File: src/rtl/k2_loader_pkg.sv
// k2_loader_pkg: shared loader state encoding and program-format constants
package k2_loader_pkg;
   typedef enum logic [2:0] {HOLD, LEN, DATA, FILL, CHECK, RUN, ERR} state_t;
   localparam logic [7:0] LEN_HDR_MASK = 8'hF0;
   localparam int PROG_DEPTH = 16;
endpackage

File: src/rtl/k2_program_ram.sv
// k2_program_ram: program store, one synchronous write port, asynchronous read, cleared by rst
module k2_program_ram #(
   parameter int DATA_W = 8,
   parameter int ADDR_W = 4,
   parameter int DEPTH  = 16
) (
   input  logic              clk,
   input  logic              rst,
   input  logic              we,
   input  logic [ADDR_W-1:0] waddr,
   input  logic [DATA_W-1:0] wdata,
   input  logic [ADDR_W-1:0] raddr,
   output logic [DATA_W-1:0] rdata
);
   logic [DATA_W-1:0] mem [DEPTH];
   // clear the whole store on reset, otherwise take one write per cycle
   always_ff @(posedge clk or posedge rst)
      if (rst) for (int i = 0; i < DEPTH; i++) mem[i] <= '0;
      else if (we) mem[waddr] <= wdata;
   assign rdata = mem[raddr];
endmodule

File: src/rtl/k2_program_loader.sv
// k2_program_loader: loads a length-prefixed byte stream into program RAM, holding the CPU until done.
// Define K2_LOADER_CHECKSUM_EN to require a trailing checksum byte that makes the stream sum zero.
module k2_program_loader
   import k2_loader_pkg::*;
#(
   parameter int DATA_W = 8,
   parameter int ADDR_W = 4,
   parameter int DEPTH  = PROG_DEPTH
) (
   input  logic              clk,
   input  logic              rst,
   input  logic              load_start,
   input  logic              in_valid,
   input  logic [DATA_W-1:0] in_data,
   output logic              in_ready,
   input  logic [ADDR_W-1:0] ProgramAddress,
   output logic [DATA_W-1:0] instruction_data,
   output logic              cpu_rst_n,
   output logic              done,
   output logic              err
);
   localparam int PW = ADDR_W + 1;
   state_t state, nxt, after_len, after_data;
   logic [PW-1:0] wr_ptr, len;
   logic [DATA_W-1:0] wdata, rdata;
   logic xfer, we, sum_ok;
   assign in_ready = state inside {LEN, DATA, CHECK};
   assign xfer = in_valid && in_ready;
   assign after_len = (len == PW'(DEPTH)) ? RUN : FILL;
   assign instruction_data = (state == RUN) ? rdata : '0;
`ifdef K2_LOADER_CHECKSUM_EN
   logic [7:0] sum;
   assign after_data = CHECK;
   assign sum_ok = 8'(sum + in_data) == 8'd0;
   // running byte sum over header and data, restarted by each load_start
   always_ff @(posedge clk or posedge rst)
      if (rst) sum <= '0;
      else if (load_start) sum <= '0;
      else if (xfer) sum <= sum + in_data;
`else
   assign after_data = after_len;
   assign sum_ok = 1'b0;
`endif
   // next state and RAM write selection; load_start overrides any transfer
   always_comb begin
      nxt = state;
      we = 1'b0;
      wdata = in_data;
      if (load_start) nxt = LEN;
      else case (state)
         LEN: if (xfer) nxt = |(in_data & LEN_HDR_MASK) ? ERR : DATA;
         DATA: if (xfer) begin
            we = 1'b1;
            if (wr_ptr + PW'(1) == len) nxt = after_data;
         end
         CHECK: if (xfer) nxt = sum_ok ? after_len : ERR;
         FILL: begin
            we = 1'b1;
            wdata = '0;
            if (wr_ptr[ADDR_W-1:0] == '1) nxt = RUN;
         end
         default: ;
      endcase
   end
   // state, write pointer, program length and registered status outputs
   always_ff @(posedge clk or posedge rst)
      if (rst) begin
         state <= HOLD;
         wr_ptr <= '0;
         len <= '0;
         cpu_rst_n <= 1'b0;
         done <= 1'b0;
         err <= 1'b0;
      end else begin
         state <= nxt;
         wr_ptr <= load_start ? '0 : wr_ptr + PW'(we);
         if (state == LEN && xfer && !load_start) len <= {1'b0, in_data[ADDR_W-1:0]} + PW'(1);
         cpu_rst_n <= nxt == RUN;
         done <= nxt == RUN && state != RUN;
         err <= nxt == ERR;
      end
   k2_program_ram #(.DATA_W(DATA_W), .ADDR_W(ADDR_W), .DEPTH(DEPTH)) u_ram (
      .clk(clk),
      .rst(rst),
      .we(we),
      .waddr(wr_ptr[ADDR_W-1:0]),
      .wdata(wdata),
      .raddr(ProgramAddress),
      .rdata(rdata)
   );
endmodule

File: config.mk
export PLATFORM = sky130hd
export DESIGN_NAME = k2_program_loader
export DESIGN_NICKNAME = d
export VERILOG_FILES = /design/src/rtl/k2_loader_pkg.sv /design/src/rtl/k2_program_ram.sv /design/src/rtl/k2_program_loader.sv
export SDC_FILE = /design/constraint.sdc
export NUM_CORES = 1
export LEC_CHECK = 0
export CAP_MARGIN = 20
export CORE_ASPECT_RATIO = 2
export CORE_MARGIN = 3
export CORE_UTILIZATION = 35
export DETAILED_ROUTE_END_ITERATION = 8
export GPL_TIMING_DRIVEN = 0
export PLACE_DENSITY = 0.6
export RECOVER_POWER = 25
export SLEW_MARGIN = 20
export SYNTH_ARGS = -nofsm -noshare
export SYNTH_HDL_FRONTEND = slang
export SYNTH_SLANG_ARGS = --single-unit
File: constraint.sdc
create_clock -name clk -period 7.1 [get_ports clk]
set_clock_uncertainty 0.15 [all_clocks]
set_input_delay 1.42 -clock clk [delete_from_list [all_inputs] [get_ports clk]]
set_output_delay 1.42 -clock clk [all_outputs]
set_load 0.01 [all_outputs]
# Word-level counts from Yosys, hierarchy flattened
# Cells that the tools add are included.
# totals
out_inout_bits	12
ff_bits	144
input_bits	16
# classes
n_eq_ne	11
order_cmp	3
reduce_logical	8
bitwise_logic	2
n_addsub	3
muxes	22
# op_table
cell	n
$bwmux W128	1
$mux W8	6
$bmux W8 S4	1
$demux W8 S4	1
$mux W3	8
$eq A3 B3 Y1 const B	4
$pmux W3 S4	1
$ge A5 B5 Y1 const B	2
$not A4 Y5	2
$eq A3 B2 Y1 const B	2
$add A4 B1 Y5 const B	1
$add A5 B1 Y5	1
$add A5 B1 Y5 const B	1
$eq A5 B5 Y1	1
$eq A5 B5 Y1 const B	1
$logic_and A1 B1 Y1	5
$lt A5 B1 Y1 const B	1
$mux W5	1
$eq A4 B4 Y1 const B	1
$reduce_or A4 Y1	1
$eq A3 B1 Y1 const B	1
$ne A3 B3 Y1 const B	1
$reduce_bool A3 Y1	1
$mux W1	2
2 further kinds	2

# Depth between registers and ports, before layout
# Gate-level depths: netlist (run 1).
# logic_depth
word_depth	8
ltp_mapped	10

# By module
# Synthesis (run 1) repeated with hierarchy kept, for this count alone.
# unflattened
hier_cells	493
area_unflattened_um2	7054.3
# by_module_without_submodules
module	n_inst	cells_per_inst	seq_area_each_um2	area_each_um2
k2_program_ram	1	369	3203.1	5953.2
k2_program_loader	1	124	400.4	1101.1

# Worst setup path before layout (run 1)
# No wires, ideal clock.
# synth_timing
kind	input to output
start	input port ProgramAddress[1]
end	output port instruction_data[0]
path_buffers	3
t_arrival_ns	2.901
required_time_ns	5.530
path_slack_ns	2.629
stages	6
cell_sequence	buf_2 > buf_4 > buf_2 > mux4_2 > mux4_2 > nor2b_1
# synth_between
elab_chain_len	5
# synth_rtl
element	line_no	text
from (decl)	k2_program_loader.sv:16	input logic [ADDR_W-1:0] ProgramAddress,
$not A4 Y5 (not written as such)	k2_program_ram.sv:20	assign rdata = mem[raddr];
$bmux W8 S4	k2_program_ram.sv:20	
$mux W8 (not written as such) (2 in a row)	k2_program_ram.sv:20	
$mux W8	k2_program_loader.sv:30	assign instruction_data = (state == RUN) ? rdata : '0;
to (decl)	k2_program_loader.sv:17	output logic [DATA_W-1:0] instruction_data,
# No other way between the ends. The select of a mux whose other input is x is not followed.

# Worst setup path in the final report (run 1)
# Ends and elaborated chain as after synthesis.

==> results.ini, run 1 <==
[run_status]
status = finished, violations left
violations = capacitance limit, slew limit

[drt]
ant_nets = 0
vias = 4684
firstDrtPassIters = 4
totalWireLength_um = 16400
detail_route.wl_per_cell_um = 18.8
drt_first_iter_violations = 198
drc = 0
routed_via_density = 5.37

[critical_path]
arrival_ns = 3.78
critPathCaptureType = output port
crit_type = in2out
cp_slowest_stage_delay_ns = 0.51
path_cells = buf_2 > buf_4 > buf_2 > mux4_2 > mux4_2 > nor2b_1 > clkdlybuf4s50_1
startpoint = ProgramAddress[1]
crit_fanout = 10
slowest_stage = clkdlybuf4s50_1
cp.required_ns = 5.53
r2r_start = wr_ptr[0]$_DFF_PP0_
cp-start-kind = input port

[clock_network]
cts_inserted_buffers = 17
cts_max_path_buffers = 2
post_cts_buffers = 0
clkSlewWorstSetupHoldPaths_ns = 0.06
worstSkewPairLatency_ns = 0.42
cts.sinks = 144
cts-htree-levels = 4
ctsResizeCount = 0
clock-root-buffer = clkbuf_16
postCtsHoldBufs = 0
cts_tree = yes

[global_routing]
grt.total_usage = 0.173
grt_pass1_wl_um = 26600
grt_overflow = 0
grt_pass1_vias = 5091
grt_max_degree = 97
antenna_found_initial = 0

[pwr]
leakagePower_nw = 3.31
ir_drop_mv = 0.172
power_density_nw_per_um2 = 258

[synth]
post-synth-top-area-cell = dfrtp_1
yosys.area.top_type_share = 0.547
ys_seq_area_frac = 0.547
ys_seq_elements = 144
synth_cells = 602
synth_area_leaders = dfrtp_1 (55%), mux4_2 (14%), nand2_1 (8.3%)
synth.distinct_cells = 34
synth_nets = 625
syn_area_um2 = 6590
synth_area_per_cell_um2 = 10.9
synth_warnings = 0

[placed_design]
hpwl_um = 12500
io_buffers = 23
dp_slack_ns = 1.74
gp_congestion = 0.809

[timing]
drv_slew = 147
final.setup.worst_slack_ns = 1.75
tightest_slew_ns = 2.34
rsz0062_at_grt = false
clock.fmax_ghz = 0.187
finalSetupTns_ns = 0
finalCriticalPeriod_ns = 5.35
fin_crit_sh = 0.754
slew_headroom = -0.562
final_hold_viol_count = 0
setup_violations = 0

[cells_and_area]
final_common_cell = nand2_1
fillers = 1703
drive_above_1_share = 0.151
diodes = 0
final_cell_mix = nand2_1 (145), dfrtp_1 (144), o21ai_0 (76)
nets = 668
utilization = 0.416
syn2layout_area_growth_pct = 16.2

[hold_path]
hold_path_class = reg2reg
holdCritStartpoint = u_ram.mem[0]$_DFFE_PP0P_

[die]
fp.coreArea_um2 = 18400
core.rowCount = 70
initial_utilization = 0.358
io_pins = 28
die_area_um2 = 20600
die_w_um = 103
fp.dieH_um = 200

[run]
max-cap-violations = 2

==> where the power goes <==
part	leakage [nW]	total [mW]	internal, mW	switching (mW)
Clock	0.277	0.856	0.502	0.354
Sequential	1.99	0.905	0.872	0.0325
Combinational	1.05	0.216	0.0915	0.124
==> final timing paths <==
| kind | end | slack, ns | cells after the start |
|---|---|---|---|
| max in group asynchronous | u_ram.mem[64]$_DFFE_PP0P_ | 1.84 | 3 |
| setup reg to reg | err$_DFF_PP0_ | 4.66 | 7 |
| min in group asynchronous | len[4]$_DFFE_PP0P_ | 1.88 | 2 |
| hold reg to reg | u_ram.mem[0]$_DFFE_PP0P_ | 0.32 | 2 |
| hold / removal | u_ram.mem[0]$_DFFE_PP0P_ | 0.32 | 2 |
| setup / recovery | instruction_data[0] | 1.75 | 7 |
==> critical path: cells and delay by family <==
kind	cells	cell delay [ns]
buffers and inverters	4	1.32
and+or+nand+nor	1	0.15
muxes	2	0.88
==> layout make-up <==
cell class	instances	area [um^2]	area share
plain buffers	43	213	0.0278
clock buffers	20	457	0.0596
clock inverters	11	105	0.0137
inverters	4	16.3	0.00212
multi-input cells	411	2760	0.360
flip-flops and latches	144	3600	0.470
well taps	216	270	0.0353
repair buffers	24	235	0.0307
==> stage by stage <==
stage	cell area, um^2	hold slack (ns)	power, mW	std cells
2_1_floorplan	6590	0.295	1.06	602
3_3_place_gp	7090	0.307	1.13	841
3_5_place_dp	7130	0.318	1.14	842
4_1_cts	7690	0.331	1.99	873
5_1_grt	7660	0.342	2.06	873
6_report	7660	0.325	1.98	873
==> cell families (layout without fill, tap and decap cells) <==
logic type | count (synthesis) | in the layout | synth area share
simple gates | 207 | 207 | 0.138
flops | 144 | 144 | 0.547
compound gates | 143 | 143 | 0.111
buf+inv | 47 | 102 | 0.0345
mux | 43 | 43 | 0.142
xor+xnor | 11 | 11 | 0.0146
fa+ha+maj | 7 | 7 | 0.0133
==> per-layer routing <==
metal	routed length [um]	vias to the layer above	share of wire	track usage
li1	-	2191	-	-
met1	5520	2343	0.34	0.167
met2	9720	113	0.59	0.335
met3	551	37	0.034	0.0299
met4	597	0	0.036	0.0884
met5	0	-	0	0
==> sequential cells by signal, summed over array words and instances (netlist names) <==
register and flops:
cpu_rst_n 1, done 1, err 1, len 5, state 3, u_ram.mem 128
wr_ptr 5
==> synthesized netlist by cell type <==
master	count
nor3b_1	4
or4b_1	1
xnor2_1	5
mux4_2	40
a2bb2oi_1	1
nand4_1	1
a311oi_2	1
nor4_1	1
buf_2	17
and3_1	2
inv_1	4
a21oi_1	3
o21ai_0	76
buf_6	3
nand2b_1	3
buf_4	2
nand2_1	145
clkbuf_1	20
mux2_2	3
nand3_1	21
xor2_1	6
o21a_1	1
nor3b_2	1
or3_1	2
nor2_1	6
o211ai_1	1
nor3_1	2
o21ai_1	60
dfrtp_1	144
ha_1	7
nor2b_1	16
and2_1	1
and4b_1	1
buf_1	1
No activity file was read; power rests on OpenSTA's default activity.
==> run 2: changes to the inputs <==
==> constraint.sdc (replaced) <==
create_clock -name clk -period 5.4 [get_ports clk]
set_clock_uncertainty 0.15 [all_clocks]
set_input_delay 1.08 -clock clk [delete_from_list [all_inputs] [get_ports clk]]
set_output_delay 1.08 -clock clk [all_outputs]
set_load 0.01 [all_outputs]
==> results.ini, run 2 (same netlist as run 1, synthesis figures left out) <==
[run_status]
status = finished, violations left
violations = capacitance limit, slew limit

[critical_path]
path_cells = buf_2 > buf_4 > buf_2 > mux4_2 > mux4_2 > nor2b_1 > clkdlybuf4s50_1
path_buf_inv = 4
rr_worst_depth = 7
cp.required_ns = 4.17
startpoint = ProgramAddress[1]
cp-start-kind = input port
reg2reg_setup_slack_ns = 2.96
slowest_stage = clkdlybuf4s50_1
cp_slowest_stage_delay_ns = 0.50
r2r-end = err$_DFF_PP0_
r2r_start = wr_ptr[0]$_DFF_PP0_
worst_path_dominant_cell_family = buffers and inverters
crit_type = in2out
critPathCaptureType = output port
crit_fanout = 10
arrival_ns = 3.43

[cells_and_area]
reg.largest.list = u_ram.mem x128, len x5, wr_ptr x5
final_cell_mix = nand2_1 (145), dfrtp_1 (144), o21ai_0 (76)
multiInputGateArea_um2 = 2760
regArea_um2 = 3600
drive_above_1_share = 0.151
nets = 668
syn2layout_area_growth_pct = 16.6
top_register = u_ram.mem
final_common_cell = nand2_1
fillers = 1700
largest_register_ff_count = 128
final_cell_area_um2 = 7680
diodes = 0

[clock_network]
postCtsHoldBufs = 0
worstSkewPairLatency_ns = 0.42
post_cts_buffers = 0
cts_max_path_buffers = 2
cts_inserted_buffers = 17
clock-root-buffer = clkbuf_16
cts-htree-levels = 4
ctsResizeCount = 0
cts_tree = yes
cts.sinks = 144
clkSlewWorstSetupHoldPaths_ns = 0.06

[global_routing]
grt_max_degree = 97
grt_pass1_vias = 5091
grt.total_usage = 0.173
grt_pass1_wl_um = 26600
grt_overflow = 0
antenna_found_initial = 0

[pwr]
ir_drop_mv = 0.225
power_density_nw_per_um2 = 338
leakagePower_nw = 3.32

[timing]
setup_violations = 0
slew_headroom = -0.529
rsz0062_at_grt = false
clock.fmax_ghz = 0.215
final.setup.worst_slack_ns = 0.738
final_hold_viol_count = 0
fin_crit_sh = 0.863
hold_ws_ns = 0.326
drv_slew = 49
finalCriticalPeriod_ns = 4.66
tightest_slew_ns = 2.28

[hold_path]
holdPathEnd = u_ram.mem[1]$_DFFE_PP0P_
hold_path_class = reg2reg
holdCritStartpoint = u_ram.mem[1]$_DFFE_PP0P_
hold_depth = 2

[placed_design]
dpl_cell_area_um2 = 7130
gp_congestion = 0.809
hpwl_um = 12500
dp_slack_ns = 0.719
io_buffers = 23

[run]
max-cap-violations = 1

[drt]
drt_first_iter_violations = 165
vias = 4640
routed_via_density = 5.32
firstDrtPassIters = 7
drc = 0
totalWireLength_um = 16400
detail_route.wl_per_cell_um = 18.8
ant_nets = 0

[die]
io_pins = 28
initial_utilization = 0.358
die_area_um2 = 20600
die_w_um = 103
fp.coreArea_um2 = 18400
fp.dieH_um = 200
core.rowCount = 70

==> run 2: tightest hold or removal path, delay by kind of cell, from the launching register on <==
| family | cells | cell delay [ns] |
|---|---|---|
| DFF | 1 | 0.34 |
| AOI/OAI and AO/OA | 1 | 0.06 |
| and+or+nand+nor | 1 | 0.04 |
==> run 2: worst max path at each step <==
stage,cells past startpoint,slack [ns],end
CTS,7,0.70,instruction_data[0]
floorplan,1,0.30,cpu_rst_n$_DFF_PP0_
finish,7,0.74,instruction_data[0]
global route,7,0.67,instruction_data[2]
detailed placement,7,0.72,instruction_data[7]
global placement,2,-1.36,u_ram.mem[49]$_DFFE_PP0P_
==> run 2: power breakdown <==
| part | internal, mW | leakage [nW] | switching [mW] |
|---|---|---|---|
| combinational | 0.122 | 1.05 | 0.164 |
| clock | 0.660 | 0.277 | 0.465 |
| sequential | 1.15 | 1.99 | 0.0428 |
| total | 1.93 | 3.32 | 0.671 |
==> run 2: cell type report <==
cell class	count	area share
Buffer	43	0.0277
Clock buffer	20	0.0594
Clock inverter	11	0.0137
Inverter	4	0.00212
Multi-Input combinational cell	411	0.359
Sequential cell	144	0.469
Tap cell	216	0.0352
Timing Repair Buffer	24	0.0336
==> run 2: through the flow <==
step                setup TNS, ns  power (mW)  cells  utilization
floorplan                       0        1.40    602            -
global placement          -193.05        1.48    841        0.386
detailed placement              0        1.50    842        0.387
CTS                             0        2.62    873        0.418
global route                    0        2.71    873        0.418
finish                          0        2.60    873        0.418
==> run 2: layer usage <==
metal / vias to the layer above / part of all wire / routed length, um / global-route usage
met5: - / 0 / 0 / 0
met3: 29 / 0.026 / 430 / 0.0299
li1: 2196 / - / - / -
met2: 93 / 0.59 / 9730 / 0.335
met4: 0 / 0.034 / 553 / 0.0884
met1: 2322 / 0.35 / 5680 / 0.167
==> RTL edit, RTL diff (settings of run 2) <==
Put one more register stage on the output `err`, with the module's reset. The value now appears one clock later. The other outputs are not delayed to match.
--- a/src/rtl/k2_program_loader.sv
+++ b/src/rtl/k2_program_loader.sv
@@ -20,6 +20,8 @@
    output logic              err
 );
    localparam int PW = ADDR_W + 1;
+
+   logic err_s0;
    state_t state, nxt, after_len, after_data;
    logic [PW-1:0] wr_ptr, len;
    logic [DATA_W-1:0] wdata, rdata;
@@ -70,14 +72,14 @@
          len <= '0;
          cpu_rst_n <= 1'b0;
          done <= 1'b0;
-         err <= 1'b0;
+         err_s0 <= 1'b0;
       end else begin
          state <= nxt;
          wr_ptr <= load_start ? '0 : wr_ptr + PW'(we);
          if (state == LEN && xfer && !load_start) len <= {1'b0, in_data[ADDR_W-1:0]} + PW'(1);
          cpu_rst_n <= nxt == RUN;
          done <= nxt == RUN && state != RUN;
-         err <= nxt == ERR;
+         err_s0 <= nxt == ERR;
       end
    k2_program_ram #(.DATA_W(DATA_W), .ADDR_W(ADDR_W), .DEPTH(DEPTH)) u_ram (
       .clk(clk),
@@ -88,5 +90,13 @@
       .raddr(ProgramAddress),
       .rdata(rdata)
    );
+   always_ff @(posedge clk or posedge rst) begin
+      if (rst) begin
+         err <= '0;
+      end else begin
+         err <= err_s0;
+      end
+   end
+
 endmodule
 
Behaviour: not the same (Yosys sat finds a counterexample within 4 cycles, from zero or initial values and one cycle with rst high).
==> RTL edit against run 2 <==
The run still ends with max-capacitance violations, max-slew violations left; synthesized area up 0.53%; routed wire length up 6.4%; sequential cell count up 1; critical path depth unchanged; total power up 5.2%; design area up 1.5%; setup slack worse by 0.19 ns; global-route usage up 0.61 points; largest cell class unchanged; highest routed layer unchanged.
==> RTL edit: results (changes against run 2) <==
[cells_and_area]
final_nets = 670  ; +0.30%
stdcell_count = 910  ; +4.2%
drive_above_1_share_pct = 13.8  ; -1.2 points
biggestRegsByFlops = u_ram.mem (128), len (5), wr_ptr (5)

[setup_path]
r2r-start = state[2]$_DFF_PP0_
slowest_stage = mux4_2
critical-path-top-delay-family = buffers and inverters
crit_end = instruction_data[3]
rrSetupSlack_ns = 2.90  ; -0.06 ns
slowest_delay_ns = 0.51
crit_fanout = 10  ; unchanged
crit_arrival_ns = 3.63  ; +0.20 ns
startpoint = ProgramAddress[1]
reg2reg_to = u_ram.mem[68]$_DFFE_PP0P_

[hold_path]
worstHoldEndpoint = err$_DFF_PP0_
hold_path_class = flop to flop
hp-start = err_s0$_DFF_PP0_
hold_depth = 0  ; -2

[synthesis]
seq_area_frac_synth_pct = 54.8  ; +0.089 points
ys_async_sr_fraction_pct = 100  ; unchanged
synthTopCellsByCount = dfrtp_1 (145), nand2_1 (138), o21ai_0 (131)
syn_area_per_cell_um2 = 11.0  ; +0.20%
synth_area_leaders = dfrtp_1 (55%), mux4_2 (14%), o21ai_0 (9.9%)
synthesis.nets = 627  ; +0.32%
synth.distinct_cells = 41  ; +21%

[pwr]
irDropWorstVdd_v = 0.000219  ; -3.0%
clk-power_w = 0.00118  ; +5%
internal_power_w = 0.00204  ; +5.5%
p_leak_nw = 3.32  ; +0.14%
combPwrFrac_pct = 12.6  ; +1.6 points
power-top-group = registers
p_total_w = 0.00273  ; +5.2%

[global_route]
met1_usage_pct = 17.4  ; +0.67 points
grt_pass1_vias = 5134  ; +0.84%
grt_max_degree = 98  ; +1.0%
met3_usage_pct = 3.10  ; +0.10 points
grt_util_all_layers_pct = 17.9  ; +0.61 points
gr-usage-met2_pct = 33.4  ; -0.14 points
grt_antenna_before_repair = 0  ; unchanged
grt_pass1_wl_um = 27600  ; +3.8%

[place]
place_congestion = 0.847  ; +4.7%
placed_area_mm2 = 0.00721  ; +1.1%
dpl.cell_count = 880  ; +4.5%
portBuffers = 23  ; unchanged
hpwl_um = 13200  ; +5.7%

[outcome]
violations = max-capacitance violations, max-slew violations
status = finished, violations left

[timing]
worst_pin_slew_ns = 2.20  ; -0.0800 ns
period_minus_slack_ns = 4.86  ; +0.194 ns
drv_slew = 49  ; unchanged
holdWs_ns = 0.197  ; -0.129 ns

[clock_tree]
post_cts_buffers = 0  ; unchanged
cts_resized = 0  ; unchanged
clk_pin_slew_ns = 0.06  ; about the same

[route]
drt_first_iter_violations = 313  ; +90%
vias = 4718  ; +1.7%
wl_per_cell_um = 19.2  ; +2.1%
dr.pass1.iters = 5  ; -2

[flow_run]
cap_violations = 1  ; unchanged

## RTL edit: per-layer routing
metal	wire length (µm)	part of all wire (%)
met5	0	0
met4	1010	5.8
met3	509	2.9
met2	10100	58
met1	5850	33
## RTL edit: cell type report
class	count	area, µm²
Clock buffer	22	494
Multi-Input combinational cell	409	2780
Fill cell	1739	10700
Clock inverter	8	104
Sequential cell	145	3630
Tap cell	252	315
Buffer	44	194
Timing Repair Buffer	24	258
Inverter	6	23.8
## RTL edit: kinds of logic (layout without fill, tap and decap cells)
family | count (synthesis) | after routing | synth area share (%)
xor+xnor | 15 | 15 | 1.98
fa+ha+maj | 7 | 7 | 1.32
mux | 41 | 41 | 13.8
buf+inv | 50 | 104 | 3.27
simple gates | 200 | 200 | 13.3
flops | 145 | 145 | 54.8
compound gates | 146 | 146 | 11.6
## RTL edit: stage by stage
stage	TNS (ns)	setup slack, ns
after global placement	-196.03	-1.37
after global routing	0	0.488
after floorplan	0	0.275
after detailed placement	0	0.513
after CTS	0	0.513
final	0	0.545
